File: src/rtl/deck_card_server.sv
// deck_card_server: 52-card deck with dealt mask, LFSR start point,
// and a next_card / card_valid request handshake toward deal controllers.
module deck_card_server #(
    parameter logic [15:0] LFSR_SEED  = 16'hACE1,
    parameter bit          SEQUENTIAL = 1'b0
) (
    input  logic       clk,
    input  logic       rst,
    input  logic       next_card,
    input  logic       new_hand,
    output logic [5:0] card,
    output logic       card_valid,
    output logic [5:0] cards_remaining,
    output logic       deck_empty
);

    localparam logic [15:0] SEED = (LFSR_SEED == 16'h0000) ? 16'h0001 : LFSR_SEED;

    typedef enum logic [1:0] {
        IDLE    = 2'd0,
        SEARCH  = 2'd1,
        PRESENT = 2'd2
    } state_t;

    state_t      state;
    state_t      state_d;
    logic [15:0] lfsr;
    logic [51:0] dealt;
    logic [1:0]  suit;
    logic [3:0]  rank;
    logic [5:0]  idx;
    logic [3:0]  lfsr_rank;
    logic        load;
    logic        hit;
    logic        step;

    // rank folded into 0..12 without a divider
    assign lfsr_rank = (lfsr[3:0] > 4'd12) ? (lfsr[3:0] - 4'd13) : lfsr[3:0];

    // mask slot = suit*13 + rank, built from shifts and adds
    assign idx = ({4'b0, suit} << 3) + ({4'b0, suit} << 2)
               + {4'b0, suit} + {2'b0, rank};

    // state register
    always_ff @(posedge clk or negedge rst) begin
        if (!rst) state <= IDLE;
        else      state <= state_d;
    end

    // next-state and datapath strobes; new_hand overrides every state
    always_comb begin
        state_d = state;
        load    = 1'b0;
        hit     = 1'b0;
        step    = 1'b0;
        if (new_hand) begin
            state_d = IDLE;
        end else begin
            unique case (state)
                IDLE: begin
                    if (next_card && !deck_empty) begin
                        load    = 1'b1;
                        state_d = SEARCH;
                    end
                end
                SEARCH: begin
                    if (!dealt[idx]) begin
                        hit     = 1'b1;
                        state_d = PRESENT;
                    end else begin
                        step = 1'b1;
                    end
                end
                PRESENT: begin
                    if (!next_card) state_d = IDLE;
                end
                default: state_d = IDLE;
            endcase
        end
    end

    // free-running Fibonacci LFSR, taps 16,14,13,11
    always_ff @(posedge clk or negedge rst) begin
        if (!rst) lfsr <= SEED;
        else      lfsr <= {lfsr[14:0], lfsr[15] ^ lfsr[13] ^ lfsr[12] ^ lfsr[10]};
    end

    // search pointer: loaded on request, stepped over dealt slots
    always_ff @(posedge clk or negedge rst) begin
        if (!rst) begin
            suit <= 2'd0;
            rank <= 4'd0;
        end else if (load) begin
            suit <= SEQUENTIAL ? 2'd0 : lfsr[5:4];
            rank <= SEQUENTIAL ? 4'd0 : lfsr_rank;
        end else if (step) begin
            if (rank == 4'd12) begin
                rank <= 4'd0;
                suit <= suit + 2'd1;
            end else begin
                rank <= rank + 4'd1;
            end
        end
    end

    // deck mask, counters and the presented card
    always_ff @(posedge clk or negedge rst) begin
        if (!rst) begin
            dealt           <= '0;
            card            <= 6'd0;
            card_valid      <= 1'b0;
            cards_remaining <= 6'd52;
            deck_empty      <= 1'b0;
        end else begin
            card_valid <= (state_d == PRESENT);
            if (new_hand) begin
                dealt           <= '0;
                cards_remaining <= 6'd52;
                deck_empty      <= 1'b0;
            end else if (hit) begin
                card            <= {suit, rank};
                dealt[idx]      <= 1'b1;
                cards_remaining <= cards_remaining - 6'd1;
                deck_empty      <= (cards_remaining == 6'd1);
            end
        end
    end

endmodule

File: config.mk
export PLATFORM = sky130hd
export DESIGN_NAME = deck_card_server
export DESIGN_NICKNAME = d
export VERILOG_FILES = /design/src/rtl/deck_card_server.sv
export SDC_FILE = /design/constraint.sdc
export NUM_CORES = 1
export LEC_CHECK = 0
export CAP_MARGIN = 20
export CORE_AREA = 5 5 125 127
export CTS_BUF_LIST = sky130_fd_sc_hd__clkbuf_8 sky130_fd_sc_hd__clkbuf_16
export CTS_CLUSTER_SIZE = 28
export DETAILED_ROUTE_END_ITERATION = 10
export DIE_AREA = 0 0 130 132
export DONT_BUFFER_PORTS = 1
export PLACE_DENSITY = 0.49
export SLEW_MARGIN = 20
export SYNTH_ARGS = -nofsm -noshare
export SYNTH_HDL_FRONTEND = slang
export SYNTH_SLANG_ARGS = --single-unit
export TNS_END_PERCENT = 30
File: constraint.sdc
create_clock -name clk -period 4.5 [get_ports clk]
set_input_delay 0.9 -clock clk [delete_from_list [all_inputs] [get_ports clk]]
set_output_delay 0.9 -clock clk [all_outputs]
set_load 0.1 [all_outputs]
==> impl_metrics.env <==
export IMPL_outcome="completed"
export IMPL_avgRoutedWirePerCell_um=17.41
export IMPL_die_h_um=132
export IMPL_clock_latency_ns=0.35
export IMPL_cts_tree="built"
export IMPL_dieArea_sq_um=17160
export IMPL_p_clk_frac=0.219
export IMPL_cts_sinks=90
export IMPL_r2r_slack_ns=0.44
export IMPL_synth_top_area_share=0.4289
export IMPL_synth_edf_count=0
export IMPL_reg2reg_depth=10
export IMPL_row_count=44
export IMPL_seq_power_share=0.306
export IMPL_reg2reg_to="dealt[7]$_DFFE_PN0P_"
export IMPL_io_pins=18
export IMPL_ys_seq_area_frac=0.4916
export IMPL_cp_start_kind="flop"
export IMPL_fillers=1410
export IMPL_core_sq_um=14310
export IMPL_syn_nets=427
export IMPL_async_flop_share=1.000
export IMPL_grt_ovfl_total=0
export IMPL_cp_required_ns=4.70
export IMPL_yosys_area_share_simple=0.08116
export IMPL_cp_max_fo=38
export IMPL_start_util=0.3220
export IMPL_synth_mux_area_fraction=0.1189
export IMPL_setup_worst_path_end_class="flop"
export IMPL_path_clk_slew_ns=0.07
export IMPL_ys_types=57
export IMPL_synth_compound_area_frac=0.1675
export IMPL_drt_total_wl_um=10200
export IMPL_p_total_mw=3.999
export IMPL_post_cts_buffers=0
export IMPL_grt_max_degree=91
export IMPL_setup_viol=0
export IMPL_fmax_mhz=246.3
export IMPL_area_growth_pct=11.35
export IMPL_hp_class="in -> async"
export IMPL_cts_made_buffers=9
export IMPL_rsz0062_at_grt="false"
export IMPL_max_clock_path_buffers=2
export IMPL_critPathKind="reg -> reg"
export IMPL_drt_initial_drc_count=150
export IMPL_place_congestion=0.7563
export IMPL_layout_nets=417
export IMPL_drt_drc_violations_left=0
export IMPL_critical_path_arrival_ns=4.26
export IMPL_synthTopCellsByArea="dfrtp_1 43%, o32ai_1 9.9%, dfstp_2 6.3%, inv_1 5.0%, mux4_2 4.4%"
export IMPL_ys_seq_elements=90
export IMPL_viasPerCell=5.261
export IMPL_dr_pass1_iters=6
export IMPL_timing_slew_headroom=0.3208
export IMPL_synth_top_flop_cell="dfrtp_1"
export IMPL_p_int_mw=2.073
export IMPL_powerDensity_nw_per_um2=779.2
export IMPL_syn_instance_count=407
export IMPL_first_global_vias=3183
export IMPL_maxCapViolCount=0
export IMPL_finalCriticalPeriod_ns=4.060
export IMPL_whs_ns=0.2395
export IMPL_h_tree_depth=3
export IMPL_r2r_start="suit[1]$_DFFE_PN0P_"
export IMPL_synthXorXnorAreaFrac=0.01466
export IMPL_leakage_nw=2.062
export IMPL_ant_nets=0
export IMPL_net_switching_power_mw=1.926
export IMPL_drv_slew=0
export IMPL_io_buffers=0
export IMPL_hold_viol_final=0
export IMPL_syn_area_sq_um=4609
export IMPL_cts_hold_buf=0
export IMPL_ir_drop_v=0.0004543
export IMPL_drive_gt1_frac=0.1318
export IMPL_synth_warnings=0
export IMPL_diodes=0
export IMPL_swShare=0.4816
export IMPL_synthAdderAreaFrac=0.04669
export IMPL_vias=3083
export IMPL_yosys_area_top_type="dfrtp_1"
export IMPL_finalCritPeriodShare=0.9023
export IMPL_clock_skew_ns=0.006913
export IMPL_p_comb_frac=0.474
export IMPL_worst_pin_slew_ns=1.019
export IMPL_antenna_found_initial=0
export IMPL_dp_hpwl_um=6697
export IMPL_root_buffer="clkbuf_16"
export IMPL_synth_avg_cell_area_sq_um=11.33
export IMPL_grt_use_total=0.1293
export IMPL_grt_first_pass_wirelength_um=17480
export IMPL_fp_dieW_um=130
export IMPL_tns_ns=0
export IMPL_cts_resized_gates=0
export IMPL_synth_top_family_by_area="compound AO/OA/AOI/OAI gates"
==> power by group through the flow <==
stage                     combinational (mW)  sequential, mW  clock (mW)
after detailed placement                1.91            1.24           0
final                                   1.90            1.22       0.877
after CTS                               1.92            1.23       0.904
after floorplan                         1.42            1.22           0
after global routing                    2.09            1.24       0.937
after global placement                  1.89            1.24           0
==> synth_stat cells, types with 4 or more instances <==
cell,count
dfrtp_1,79
inv_1,62
o32ai_1,52
mux2i_1,18
clkbuf_1,17
nor2_1,16
ha_1,14
nand2_1,14
nand3_1,14
a21oi_1,11
dfstp_2,11
mux4_2,9
mux2_1,8
buf_2,5
a31oi_1,4
nor2b_1,4
nor3_1,4
==> layer usage <==
metal / vias up / routed length [um] / part of all wire / global-route usage
met5: - / 0 / 0 / 0
met4: 0 / 180 / 0.018 / 0.03580
met3: 11 / 344 / 0.034 / 0.03728
met2: 48 / 4829 / 0.47 / 0.1974
met1: 1551 / 4847 / 0.48 / 0.1794
li1: 1473 / - / - / -
==> cells in the final DEF, fill, tap and decap left out, drive strengths merged, types with 4 or more instances in the layout <==
master / count
o32ai: 52
mux2i: 19
mux4: 11
nand3: 14
nor2: 16
dfstp: 11
nor3: 4
nand2: 14
nor2b: 4
a21oi: 11
o21ai: 5
ha: 14
dfrtp: 79
xnor2: 4
a31oi: 4
clkbuf: 9
inv: 64
mux2: 8
buf: 6
==> metrics by stage <==
stage	std cells	utilization	worst slack, ns	instance area [sq um]
after floorplan	407	-	0.8719	4609
after global placement	570	0.3342	0.5520	4783
after detailed placement	570	0.3342	0.4549	4783
after CTS	586	0.3586	0.4341	5132
after global routing	586	0.3586	0.1859	5132
final	586	0.3586	0.4398	5132
==> state kept, by name, summed over array words and instances, names as in the netlist <==
signal	cells
dealt	52
lfsr	16
card	6
cards_remaining	6
rank	4
state	2
suit	2
card_valid	1
deck_empty	1
==> cell type report <==
class | instances | area [sq um] | share of cell area
well taps | 184 | 230.2 | 0.04486
repair buffers | 6 | 70.07 | 0.01365
flip-flops and latches | 90 | 2266 | 0.4415
clock buffers | 9 | 225.2 | 0.04388
inverters | 62 | 232.7 | 0.04534
multi-input cells | 228 | 1984 | 0.3866
clock inverters | 7 | 123.9 | 0.02413
==> worst max-delay path: stages, from the launching register on <==
cell,delay [ns]
dfrtp_1,0.46
ha_1,0.32
ha_1,0.24
fa_1,0.51
xnor2_2,0.35
mux4_1,0.67
mux2i_4,0.23
o21ai_2,0.12
o21ai_4,0.57
buf_12,0.29
o32ai_1,0.12
==> kinds of logic after synthesis <==
kind of cell,Yosys count
AOI/OAI and AO/OA,96
xor gates and xnor gates,6
adders and majority gates,16
buffers and inverters,89
DFF,90
muxes,38
and+or+nand+nor,72
==> how the worst max path moves through the flow <==
| stage | startpoint | end | slack, ns | cells past startpoint |
|---|---|---|---|---|
| 2_1_floorplan | suit[1]$_DFFE_PN0P_ | cards_remaining[3]$_DFFE_PN0P_ | 0.87 | 12 |
| 3_3_place_gp | suit[1]$_DFFE_PN0P_ | dealt[25]$_DFFE_PN0P_ | 0.55 | 10 |
| 3_5_place_dp | suit[1]$_DFFE_PN0P_ | dealt[22]$_DFFE_PN0P_ | 0.45 | 10 |
| 4_1_cts | suit[1]$_DFFE_PN0P_ | dealt[22]$_DFFE_PN0P_ | 0.43 | 10 |
| 5_1_grt | suit[0]$_DFFE_PN0P_ | dealt[7]$_DFFE_PN0P_ | 0.19 | 9 |
| 6_report | suit[1]$_DFFE_PN0P_ | dealt[7]$_DFFE_PN0P_ | 0.44 | 10 |
(Power assumes the default switching activity.)
